$ cat config.mk
export PLATFORM = sky130hd
export DESIGN_NAME = part_trgt_chan_bridge
export DESIGN_NICKNAME = d
export VERILOG_FILES = /design/src/rtl/part_trgt_chan_bridge.sv
export SDC_FILE = /design/constraint.sdc
export NUM_CORES = 1
export LEC_CHECK = 0
export ABC_AREA = 1
export CAP_MARGIN = 5
export CORE_MARGIN = 2
export CORE_UTILIZATION = 52
export CTS_BUF_LIST = sky130_fd_sc_hd__clkbuf_4
export DETAILED_ROUTE_END_ITERATION = 8
export PLACE_DENSITY = 0.83
export SKIP_LAST_GASP = 1
export SLEW_MARGIN = 5
export SYNTH_ARGS = -nofsm -noshare
export SYNTH_HDL_FRONTEND = slang
export SYNTH_SLANG_ARGS = --single-unit
$ cat constraint.sdc
create_clock -name clk_i -period 2.33 [get_ports clk_i]
set_input_delay 0.233 -clock clk_i [delete_from_list [all_inputs] [get_ports clk_i]]
set_output_delay 0.233 -clock clk_i [all_outputs]
set_load 0.01 [all_outputs]
$ cat src/rtl/part_trgt_chan_bridge.sv
// rtl/part_trgt_chan_bridge.sv - target-side co-sim bridge: mission clock edge detect, get/put channel service
module part_trgt_chan_bridge #(
  parameter int N_CH     = 4,
  parameter int DATA_W   = 8,
  parameter int WDOG_MAX = 10000,
  parameter int WDOG_W   = 14
) (
  input  logic                       clk_i,
  input  logic                       rst_ni,
  input  logic [N_CH-1:0]            mclk_i,
  input  logic                       get_en_i,
  input  logic                       put_en_i,
  output logic [N_CH-1:0]            freeze_o,
  output logic [N_CH*(DATA_W+1)-1:0] dn_vec_o,
  input  logic                       up_valid_i,
  input  logic [DATA_W-1:0]          up_data_i,
  output logic                       get_req_o,
  output logic [$clog2(N_CH)-1:0]    get_ch_o,
  input  logic                       get_ack_i,
  input  logic                       get_hit_i,
  input  logic [DATA_W:0]            get_vec_i,
  output logic                       put_req_o,
  output logic [$clog2(N_CH)-1:0]    put_ch_o,
  output logic [DATA_W:0]            put_vec_o,
  input  logic                       put_ack_i,
  output logic [N_CH-1:0]            overrun_o,
  output logic                       wdog_err_o
);
  localparam int CH_W  = $clog2(N_CH);
  localparam int VEC_W = DATA_W + 1;

  localparam logic [2:0] S_IDLE  = 3'd0;
  localparam logic [2:0] S_GET   = 3'd1;
  localparam logic [2:0] S_RETRY = 3'd2;
  localparam logic [2:0] S_SEND  = 3'd3;
  localparam logic [2:0] S_ERR   = 3'd4;

  localparam logic [WDOG_W-1:0] WDOG_LIM = WDOG_W'(WDOG_MAX);

  logic [2:0]        state;
  logic [N_CH-1:0]   mclk_d;
  logic [N_CH-1:0]   pending;
  logic [N_CH-1:0]   edge_v;
  logic [N_CH-1:0]   clr;
  logic [CH_W-1:0]   ch;
  logic [CH_W-1:0]   last;
  logic [CH_W-1:0]   sel;
  logic [CH_W-1:0]   idx;
  logic              found;
  logic              any_pend;
  logic [WDOG_W-1:0] wdog;
  logic [WDOG_W-1:0] wdog_inc;
  logic [VEC_W-1:0]  dn_vec [N_CH];

  assign edge_v   = mclk_i & ~mclk_d;
  assign any_pend = |pending;
  assign wdog_inc = (wdog >= WDOG_LIM) ? WDOG_LIM : wdog + 1'b1;

  // Round-robin: first pending channel after the last one served, wrapping.
  always_comb begin
    sel   = last;
    idx   = '0;
    found = 1'b0;
    for (int i = 1; i <= N_CH; i++) begin
      idx = CH_W'((int'(last) + i) % N_CH);
      if (!found && pending[idx]) begin
        sel   = idx;
        found = 1'b1;
      end
    end
  end

  always_comb begin
    clr = '0;
    if (state == S_IDLE && any_pend && !get_en_i && put_en_i) clr[sel] = 1'b1;
    if (state == S_GET && get_ack_i && get_hit_i) clr[ch] = 1'b1;
  end

  always_ff @(posedge clk_i or negedge rst_ni) begin
    if (!rst_ni) begin
      state     <= S_IDLE;
      mclk_d    <= '0;
      pending   <= '0;
      overrun_o <= '0;
      freeze_o  <= '0;
      ch        <= '0;
      last      <= '0;
      wdog      <= '0;
      put_vec_o <= '0;
      for (int k = 0; k < N_CH; k++) dn_vec[k] <= '0;
    end else begin
      mclk_d <= mclk_i;
      // A new edge wins over a same-cycle service clear and is not an overrun.
      pending   <= (pending & ~clr) | edge_v;
      overrun_o <= overrun_o | (edge_v & pending & ~clr);
      case (state)
        S_IDLE: begin
          if (any_pend && get_en_i) begin
            ch    <= sel;
            last  <= sel;
            state <= S_GET;
          end else if (any_pend && put_en_i) begin
            ch        <= sel;
            last      <= sel;
            put_vec_o <= {up_valid_i, up_data_i};
            state     <= S_SEND;
          end
        end
        S_GET: begin
          if (get_ack_i) begin
            if (get_hit_i) begin
              dn_vec[ch]   <= get_vec_i;
              freeze_o[ch] <= 1'b0;
              wdog         <= '0;
              if (put_en_i) begin
                put_vec_o <= {up_valid_i, up_data_i};
                state     <= S_SEND;
              end else begin
                state <= S_IDLE;
              end
            end else begin
              freeze_o[ch] <= 1'b1;
              wdog         <= wdog_inc;
              state        <= S_RETRY;
            end
          end
        end
        S_RETRY: state <= (wdog >= WDOG_LIM) ? S_ERR : S_GET;
        S_SEND:  if (put_ack_i) state <= S_IDLE;
        S_ERR:   state <= S_ERR;
        default: state <= S_IDLE;
      endcase
    end
  end

  for (genvar g = 0; g < N_CH; g++) begin : g_dn
    assign dn_vec_o[g*VEC_W +: VEC_W] = dn_vec[g];
  end

  assign get_req_o  = (state == S_GET);
  assign get_ch_o   = ch;
  assign put_req_o  = (state == S_SEND);
  assign put_ch_o   = ch;
  assign wdog_err_o = (state == S_ERR);
endmodule

=== Word level (Yosys, flattened, before mapping) ===
Cells that the tools add are included.

* Add/sub/neg operators: 5
* Order comparisons: 11
* Eq/ne operators: 11
* Multiplexer cells: 43
* Bitwise gates (word level): 13
* Reductions and logical operators: 26

{| class="wikitable"
|+ Operators by type and width
! cell !! count
|-
| $mux W9 || 6
|-
| $bwmux W36 || 1
|-
| $mux W14 || 2
|-
| $and A4 B4 Y4 || 5
|-
| $demux W9 S2 || 1
|-
| $lt A2 B3 Y1 const B || 6
|-
| $mux W3 || 6
|-
| $pmux W9 S2 || 1
|-
| $or A4 B4 Y4 || 4
|-
| $pmux W3 S5 || 1
|-
| $add A14 B1 Y14 const B || 1
|-
| $ge A14 B14 Y1 const B || 1
|-
| $mux W2 || 7
|-
| $logic_and A1 B1 Y1 || 13
|-
| $mux W4 || 3
|-
| $not A4 Y4 || 3
|-
| $mux W1 || 9
|-
| $bmux W1 S2 || 4
|-
| $ne A2 B1 Y1 const B || 4
|-
| $eq A3 B2 Y1 const B || 2
|-
| $reduce_and A3 Y1 || 2
|-
| $reduce_and A6 Y1 || 1
|-
| $add A2 B1 Y2 const B || 2
|-
| $add A2 B2 Y2 const B || 2
|-
| other kinds (14) || 22
|}

* Register bits: 80
* Bits of input ports: 29
* Output and inout port bits: 60
* Word-level logic and storage cells: 121

=== Longest topological paths before layout ===
Gate-level depths: netlist of run 1.

* Word-level depth: 23
* Depth in mapped cells: 13

=== Least setup slack after synthesis of run 1 ===
Ideal clock, no wire load.

* Path type: reg-to-reg
* Start point: register last[0]
* End point: register pending[1]
* Arrival time: 1.879 ns
* Required time: 2.213 ns
* Slack: 0.334 ns
* Stages on the path, launching flop included: 14
* Clock period less this slack: 1.996 ns
* Cells stage by stage: dfrtp_1 > buf_2 > inv_2 > ha_1 > inv_1 > nand3_1 > nand2_1 > inv_1 > nand3_2 > nand2_1 > nand2_1 > nand3_1 > nand3_1 > nand2_1

* Longest elaborated chain between the ends: 23
* Elaborated cells between the ends (all ways): 41

{| class="wikitable"
|+ RTL lines
! what !! line !! source
|-
| start: declaration || 46 || <nowiki>logic [CH_W-1:0] last;</nowiki>
|-
| start signal: assignment || 100 || <nowiki>last <= sel;</nowiki>
|-
| start signal: assignment || 104 || <nowiki>last <= sel;</nowiki>
|-
| $add A2 B1 Y2 || 65 || <nowiki>idx = CH_W'((int'(last) + i) % N_CH);</nowiki>
|-
| $bmux W1 S2 || 66 || <nowiki>if (!found && pending[idx]) begin</nowiki>
|-
| $mux W1 (not written as such) || 66 ||
|-
| $mux W1 || 66 ||
|-
| $logic_not A1 Y1 || 66 ||
|-
| $logic_and A1 B1 Y1 || 66 ||
|-
| $mux W1 || 66 ||
|-
| $logic_not A1 Y1 || 66 ||
|-
| (+7 left out) || -- ||
|-
| $mux W1 (not written as such) || 75 || <nowiki>if (state == S_IDLE && any_pend && !get_en_i && put_en_i) clr[sel] = 1'b1;</nowiki>
|-
| $demux W1 S2 || 75 ||
|-
| $mux W4 || 75 ||
|-
| $or A4 B4 Y4 (no line) || -- ||
|-
| $mux W4 * || 76 || <nowiki>if (state == S_GET && get_ack_i && get_hit_i) clr[ch] = 1'b1;</nowiki>
|-
| $not A4 Y4 * || 94 || <nowiki>pending <= (pending & ~clr) | edge_v;</nowiki>
|-
| $and A4 B4 Y4 * || 94 ||
|-
| $or A4 B4 Y4 * || 94 ||
|-
| end signal: assignment || 94 ||
|-
| end: declaration || 42 || <nowiki>logic [N_CH-1:0] pending;</nowiki>
|}

Mark *: on every way between the ends. The rest lies on a longest branch, timed or not. The select of a mux whose other input is x is not followed.
A chain may end at the register's enable or synchronous reset.

=== Worst setup path in the final report of run 1 ===
* Start point: register state[2]
* End point: register overrun_o[3]

* Longest elaborated chain between the ends: 10
* Elaborated cells between the ends (all ways): 13

{| class="wikitable"
|+ RTL lines
! what !! line !! source
|-
| start: declaration || 40 || <nowiki>logic [2:0] state;</nowiki>
|-
| start signal: assignment || 128 || <nowiki>S_RETRY: state <= (wdog >= WDOG_LIM) ? S_ERR : S_GET;</nowiki>
|-
| $logic_not A3 Y1 || 75 ||
|-
| $logic_and A1 B1 Y1 (3 in series) || 75 ||
|-
| $mux W4 || 75 ||
|-
| $or A4 B4 Y4 (no line) || -- ||
|-
| $mux W4 * || 76 ||
|-
| $not A4 Y4 * || 95 || <nowiki>overrun_o <= overrun_o | (edge_v & pending & ~clr);</nowiki>
|-
| $and A4 B4 Y4 * || 95 ||
|-
| $or A4 B4 Y4 * || 95 ||
|-
| end signal: assignment || 95 ||
|-
| end: declaration || 26 || <nowiki>output logic [N_CH-1:0] overrun_o,</nowiki>
|}

Mark *: on every way between the ends. The rest lies on a longest branch, timed or not.

==> impl_metrics.sql, run 1 <==
INSERT INTO impl_metrics (metric_group, metric, value, unit) VALUES
('outcome', 'status', 'finished clean', ''),
('synth', 'synth_fp_nets', '477', ''),
('finish', 'mostFrequentLayoutCell', 'sky130_fd_sc_hd__nand2_1', ''),
('floorplan', 'die_area', '7940', 'um^2'),
('power', 'cellPowerDensity', '1190', 'nW/um^2'),
('hold_path', 'hold_path.startpoint', 'mclk_i[1]', ''),
('floorplan', 'top_level_ports', '89', ''),
('power', 'report.power.total', '5.78', 'mW'),
('power', 'leakage', '2.43', 'nW'),
('cts', 'cts-hold-fix-buffers', '1', ''),
('finish', 'insertedDiodeCount', '0', ''),
('critical_path', 'crit_arrival', '2.31', 'ns'),
('place', 'routabilityCongestion', '0.932', ''),
('cts', 'tritoncts_num_sinks', '80', ''),
('critical_path', 'worstPathMaxFanout', '12', ''),
('finish', 'filler_cells_inserted', '604', ''),
('synth', 'synth_compound_area_share', '5.51', '%'),
('cts', 'cts.reportedPaths.clkPinSlew', '0.12', 'ns'),
('critical_path', 'critical_path.endpoint_type', 'flip-flop', ''),
('synth', 'yosys.area_share.xor_xnor', '0.698', '%'),
('sta', 'period_needed', '2.00', 'ns'),
('critical_path', 'reg2reg_to', 'overrun_o[3]', ''),
('synth', 'synth_area', '3770', 'um^2'),
('global_routing', 'gr-total-overflow', '0', ''),
('critical_path', 'start_kind', 'flip-flop', ''),
('route', 'wire_per_inst', '13.7', 'um'),
('finish', 'sequential_cell_area', '2000', 'um^2'),
('sta', 'hold_viol', '0', ''),
('sta', 'share_of_the_clock_period_used_by_the_worst_path', '85.7', '%'),
('sta', 'max_slew_margin', '58.2', '%'),
('global_routing', 'antenna_found_initial', '0', ''),
('cts', 'insertion_delay', '0.41', 'ns'),
('cts', 'post-cts-setup-buffers', '0', ''),
('synth', 'synth_top_family_by_area', 'simple AND/OR/NAND/NOR gates', ''),
('floorplan', 'floorplan.initialDensity', '52.8', '%'),
('sta', 'timing.clock.skew', '0.00803', 'ns'),
('route', 'detailroute.via_count', '3213', ''),
('synth', 'synth_top_cell_by_area', 'sky130_fd_sc_hd__dfrtp_1', ''),
('synth', 'postSynthRegisterBits', '80', ''),
('route', 'detailedRoute.firstPassIterationCount', '4', ''),
('cts', 'ctsHtreeMaxLevel', '3', ''),
('sta', 'maxClockFrequency', '0.501', 'GHz'),
('route', 'detail_route.drc_violations', '0', ''),
('route', 'viasPerCell', '5.00', ''),
('route', 'first_iter_violations', '194', ''),
('finish', 'multi_input_area', '1490', 'um^2'),
('global_routing', 'grt_util_all_layers', '23.9', '%'),
('critical_path', 'cp_data_required_time', '2.65', 'ns'),
('power', 'irDropWorstVdd', '0.000716', 'V'),
('synth', 'postSynthAreaPerCell', '8.52', 'um^2'),
('floorplan', 'row_count', '31', ''),
('critical_path', 'reg2reg_from', 'state[2]', ''),
('critical_path', 'reg2reg_depth', '8', ''),
('cts', 'cts.repair.resized', '0', ''),
('place', 'place_hpwl', '6.61', 'mm'),
('synth', 'synth_seq_area_share', '53.2', '%'),
('cts', 'cts_tree', 'built', ''),
('synth', 'synth_top_area_share', '53.2', '%'),
('hold_path', 'timing.hold.worst.class', 'primary input to flip-flop', ''),
('sta', 'max_slew.worst_pin.slew', '0.627', 'ns'),
('synth', 'synthesis.yosys.warnings', '0', ''),
('hold_path', 'holdPathEnd', 'mclk_d[1]', ''),
('sta', 'report.final.setup_viol', '0', ''),
('hold_path', 'holdPathStages', '1', ''),
('synth', 'synthesized_area_fraction_occupied_by_and_or_nand_nor_cells', '28.6', '%'),
('sta', 'tns', '0', 'ns'),
('cts', 'clock_tree.buffer_depth', '2', ''),
('finish', 'layout_common_cells', '157 x sky130_fd_sc_hd__nand2_1, 87 x sky130_fd_sc_hd__clkdlybuf4s50_1, 80 x sky130_fd_sc_hd__dfrtp_1', ''),
('route', 'postRouteWirelength', '8.83', 'mm'),
('critical_path', 'timing.setup.critical_path_class', 'flip-flop to flip-flop', ''),
('synth', 'yosys.cell_types.count', '27', '');
## flip-flops by register name (all words and copies together), names as in the netlist, named ones only
register,flops
pending,4
overrun_o,4
dn_vec_o,36
put_vec_o,9
mclk_d,4
wdog,14
last,2
state,3
## cell usage after synthesis
| cell | n |
|---|---|
| sky130_fd_sc_hd__dfrtp_1 | 80 |
| sky130_fd_sc_hd__inv_1 | 49 |
| sky130_fd_sc_hd__a21oi_1 | 10 |
| sky130_fd_sc_hd__buf_4 | 2 |
| sky130_fd_sc_hd__nor3_1 | 5 |
| sky130_fd_sc_hd__o22ai_1 | 2 |
| sky130_fd_sc_hd__clkbuf_1 | 1 |
| sky130_fd_sc_hd__xor2_1 | 3 |
| sky130_fd_sc_hd__nor3_4 | 1 |
| sky130_fd_sc_hd__nand3_2 | 3 |
| sky130_fd_sc_hd__buf_6 | 3 |
| sky130_fd_sc_hd__nor4_1 | 2 |
| sky130_fd_sc_hd__nand2_1 | 157 |
| sky130_fd_sc_hd__nand4_1 | 11 |
| sky130_fd_sc_hd__nand2_4 | 3 |
| sky130_fd_sc_hd__ha_1 | 6 |
| sky130_fd_sc_hd__nor2_8 | 2 |
| sky130_fd_sc_hd__o21ai_0 | 28 |
| sky130_fd_sc_hd__o21ai_1 | 1 |
| sky130_fd_sc_hd__inv_2 | 6 |
| sky130_fd_sc_hd__nor2_4 | 2 |
| sky130_fd_sc_hd__buf_2 | 1 |
| sky130_fd_sc_hd__nand3_1 | 26 |
| sky130_fd_sc_hd__nor2_1 | 27 |
| sky130_fd_sc_hd__and3_1 | 1 |
| sky130_fd_sc_hd__mux2_2 | 9 |
| sky130_fd_sc_hd__clkbuf_8 | 1 |
## critical path: stages (launching register included)
cell	delay, ns
sky130_fd_sc_hd__dfrtp_1	0.47
sky130_fd_sc_hd__nor3_4	0.30
sky130_fd_sc_hd__nand2_4	0.13
sky130_fd_sc_hd__inv_2	0.22
sky130_fd_sc_hd__nand2_1	0.16
sky130_fd_sc_hd__nor2_4	0.26
sky130_fd_sc_hd__inv_2	0.17
sky130_fd_sc_hd__nand3_1	0.12
sky130_fd_sc_hd__nand2_1	0.06
## power by group
| part | internal, mW | switching, mW | total [mW] |
|---|---|---|---|
| Sequential | 1.90 | 0.327 | 2.22 |
| Clock | 0.240 | 0.479 | 0.718 |
| Combinational | 1.33 | 1.51 | 2.84 |
## final cells by class
type	count	area share [%]
well taps	99	2.55
clock buffers	11	1.70
repair buffers	94	19.0
flip-flops and latches	80	41.2
clock inverters	5	0.695
inverters	55	4.25
multi-input cells	299	30.6
## metal layers
metal  track usage (%)  vias to the layer above  routed length, um
li1                  -                     1598                  -
met3              8.59                        8                730
met1              29.5                     1508               3830
met4              6.92                        0                 89
met5                 0                        -                  0
met2              39.7                       99               4170
## stage by stage
stage	area (um^2)	hold slack [ns]	setup WS (ns)	util, %	cells
after floorplan	3770	-0.0626	0.334	-	442
after global placement	4730	0.288	0.362	66.3	626
after detailed placement	4730	0.298	0.318	66.3	626
after CTS	4860	0.261	0.311	68.1	643
after global routing	4860	0.258	0.125	68.1	643
final	4860	0.274	0.332	68.1	643
## how the worst max path moves through the flow
stage	end	slack, ns	cells past startpoint
floorplan	pending[1]	0.33	13
global placement	overrun_o[3]	0.36	8
detailed placement	overrun_o[3]	0.32	8
CTS	get_req_o	0.31	2
global route	pending[1]	0.13	12
finish	overrun_o[3]	0.33	8
## kinds of logic after synthesis
kind of cell / after synthesis
DFF: 80
AOI/OAI and AO/OA: 41
buffers and inverters: 63
muxes: 9
xor gates and xnor gates: 3
adders and majority gates: 6
and+or+nand+nor: 240
Note: power is estimated with default switching activity, not from simulation.
==> inputs of run 2 (changes only) <==
--- a/config.mk
+++ b/config.mk
@@ -8,10 +8,10 @@
 export ABC_AREA = 1
 export CAP_MARGIN = 5
 export CORE_MARGIN = 2
-export CORE_UTILIZATION = 52
+export CORE_UTILIZATION = 56
 export CTS_BUF_LIST = sky130_fd_sc_hd__clkbuf_4
 export DETAILED_ROUTE_END_ITERATION = 8
-export PLACE_DENSITY = 0.83
+export PLACE_DENSITY = 0.88
 export SKIP_LAST_GASP = 1
 export SLEW_MARGIN = 5
 export SYNTH_ARGS = -nofsm -noshare
==> constraint.sdc (replaced) <==
create_clock -name clk_i -period 2.5 [get_ports clk_i]
set_input_delay 0.25 -clock clk_i [delete_from_list [all_inputs] [get_ports clk_i]]
set_output_delay 0.25 -clock clk_i [all_outputs]
set_load 0.01 [all_outputs]
==> run 2 against run 1 <==
Net effect:
- the flow now finishes with violations (design-rule violations, negative hold slack)
- final cell count decreased by 4.2%
- clock skew is 0.00057 ns higher
- core utilization grew 6.4 points
- routed wire length up 1.3%
- register-to-register slack better by 0.02 ns
- non-clock buffer count fell by 5
- via count is 2.4% higher
- first-iteration DRC count is 42% higher
- clock power fell by 7.9%
- hold slack lost 0.29 ns
- clock-buffer cell count down 1
- global-route usage increased by 1.7 points
- highest routed layer unchanged
==> impl_metrics.sql, run 2 (synthesis results as in run 1) <==
INSERT INTO impl_metrics (metric_group, metric, value, unit) VALUES
('global_routing', 'grt_util_all_layers', '25.6', '%'),
('global_routing', 'grt_max_degree', '81', ''),
('route', 'postRouteWirelength', '8.94', 'mm'),
('place', 'placed_cells_incl_taps', '600', ''),
('critical_path', 'crit_arrival', '2.47', 'ns'),
('place', 'routabilityCongestion', '1.02', ''),
('finish', 'largest_register_ff_count', '36', ''),
('finish', 'filler_cells_inserted', '463', ''),
('cts', 'cts_buffers', '9', ''),
('cts', 'ctsRootBufferMaster', 'sky130_fd_sc_hd__clkbuf_4', ''),
('critical_path', 'cp_data_required_time', '2.82', 'ns'),
('finish', 'sequential_cell_area', '2000', 'um^2'),
('finish', 'finalNetCount', '569', ''),
('cts', 'tritoncts_num_sinks', '80', ''),
('sta', 'timing.final.max_slew_violations', '0', ''),
('cts', 'ctsHtreeMaxLevel', '3', ''),
('critical_path', 'critPathMostFrequentCell', 'sky130_fd_sc_hd__nand2_1', ''),
('finish', 'final_cells', '616', ''),
('critical_path', 'timing.critical_path.cells', 'inv_1 > ha_1 > inv_1 > nand3_1 > nand2_1 > inv_1 > nand3_2 > nand2_1 > nand2_1 > nand3_1 > nand3_1 > nand2_1', ''),
('cts', 'post-cts-setup-buffers', '0', ''),
('global_routing', 'number_of_global_route_vias_before_repair', '3196', ''),
('sta', 'hold_viol', '39', ''),
('power', 'irDropWorstVdd', '0.000674', 'V'),
('cts', 'cts_tree', 'built', ''),
('floorplan', 'die_width', '86.0', 'um'),
('finish', 'stdcell_area', '4790', 'um^2'),
('route', 'route.antenna.remaining_nets', '0', ''),
('route', 'detail_route.drc_violations', '1', ''),
('route', 'first_iter_violations', '276', ''),
('cts', 'insertion_delay', '0.41', 'ns'),
('sta', 'report.final.setup_viol', '0', ''),
('cts', 'cts-hold-fix-buffers', '0', ''),
('sta', 'max_slew_margin', '36.2', '%'),
('power', 'leakage', '2.41', 'nW'),
('sta', 'period_needed', '2.15', 'ns'),
('global_routing', 'gr-total-overflow', '0', ''),
('hold_path', 'timing.hold.worst.class', 'primary input to async pin', ''),
('outcome', 'status', 'complete, but fails checks', ''),
('sta', 'max_slew.worst_pin.slew', '0.956', 'ns'),
('sta', 'share_of_the_clock_period_used_by_the_worst_path', '85.8', '%'),
('floorplan', 'core_area', '6420', 'um^2'),
('route', 'wire_per_inst', '14.5', 'um'),
('sta', 'tns', '0', 'ns'),
('critical_path', 'crit_family', 'simple AND/OR/NAND/NOR gates', ''),
('floorplan', 'die_y', '86.0', 'um'),
('finish', 'final_layout_size_suffix_gt1_share', '7.98', '%'),
('finish', 'mostFrequentLayoutCell', 'sky130_fd_sc_hd__nand2_1', ''),
('route', 'viasPerCell', '5.34', ''),
('global_routing', 'antenna_found_initial', '0', ''),
('floorplan', 'floorplan.initialDensity', '58.6', '%'),
('critical_path', 'start_kind', 'flip-flop', ''),
('job', 'number_of_maximum_capacitance_constraint_violations', '0', ''),
('critical_path', 'cpPeakStageDelay', '0.50', 'ns'),
('cts', 'clock_tree.buffer_depth', '2', ''),
('place', 'place_hpwl', '6.49', 'mm'),
('critical_path', 'worstPathMaxFanout', '8', ''),
('outcome', 'failed_checks', 'design-rule violations, negative hold slack', ''),
('power', 'cellPowerDensity', '1130', 'nW/um^2'),
('floorplan', 'top_level_ports', '89', ''),
('critical_path', 'timing.setup.critical_path_class', 'flip-flop to flip-flop', ''),
('sta', 'maxClockFrequency', '0.466', 'GHz'),
('critical_path', 'critical_path.endpoint_type', 'flip-flop', ''),
('route', 'detailroute.via_count', '3289', ''),
('critical_path', 'worst-path-buf-inv', '3', ''),
('finish', 'layout_common_cells', '157 x sky130_fd_sc_hd__nand2_1, 87 x sky130_fd_sc_hd__clkdlybuf4s50_1, 80 x sky130_fd_sc_hd__dfrtp_1', ''),
('place', 'numPortBuffers', '88', ''),
('finish', 'multi_input_area', '1490', 'um^2'),
('sta', 'final.hold.worst_slack', '-0.0164', 'ns'),
('global_routing', 'grt_first_pass_wirelength', '14.9', 'mm'),
('finish', 'syn2layout_area_growth', '27.1', '%'),
('floorplan', 'die_area', '7400', 'um^2'),
('floorplan', 'row_count', '29', ''),
('sta', 'timing.clock.skew', '0.00860', 'ns'),
('route', 'detailedRoute.firstPassIterationCount', '9', ''),
('cts', 'cts.reportedPaths.clkPinSlew', '0.13', 'ns'),
('sta', 'unrepaired_setup_endpoints_after_global_routing', 'false', ''),
('finish', 'insertedDiodeCount', '0', ''),
('place', 'post_dp_cell_area', '4680', 'um^2'),
('cts', 'cts.repair.resized', '0', ''),
('critical_path', 'cp_slowest_cell', 'sky130_fd_sc_hd__dfrtp_1', '');
## run 2: stage by stage
stage	power [mW]	utilization, %	setup WS, ns
final	5.42	74.6	0.354
after global routing	5.81	74.6	0.107
after CTS	5.42	74.6	0.410
after detailed placement	4.75	72.8	0.423
after global placement	4.62	72.8	0.468
after floorplan	3.50	-	0.504
## run 2: final timing paths
kind / from / to / slack, ns / depth (start not counted)
hold / removal: rst_ni / wdog[6] / -0.02 / 1
setup / recovery: last[1] / overrun_o[0] / 0.35 / 12
setup reg to reg: last[1] / overrun_o[0] / 0.35 / 12
max in group asynchronous: rst_ni / dn_vec_o[32] / 1.91 / 1
min in group clk_i: mclk_i[2] / mclk_d[2] / 0.29 / 1
hold reg to reg: mclk_d[2] / pending[2] / 0.46 / 1
## run 2: final cells by class
type	instances	area share (%)
flip-flops and latches	80	41.8
multi-input cells	299	31.0
repair buffers	89	18.5
inverters	55	4.31
well taps	77	2.01
clock buffers	10	1.57
clock inverters	6	0.758
## run 2: power breakdown
part	total, mW	switching, mW	leakage (nW)	internal [mW]
Combinational	2.66	1.44	1.36	1.23
Clock	0.661	0.452	0.0558	0.209
Sequential	2.09	0.323	0.997	1.77
## run 2: layer usage
| layer | vias up | GRT usage, % | wire length, um |
|---|---|---|---|
| li1 | 1584 | - | - |
| met1 | 1551 | 33.8 | 3800 |
| met2 | 139 | 40.7 | 4230 |
| met3 | 15 | 6.93 | 760 |
| met4 | 0 | 9.38 | 150 |
| met5 | - | 0 | 0 |
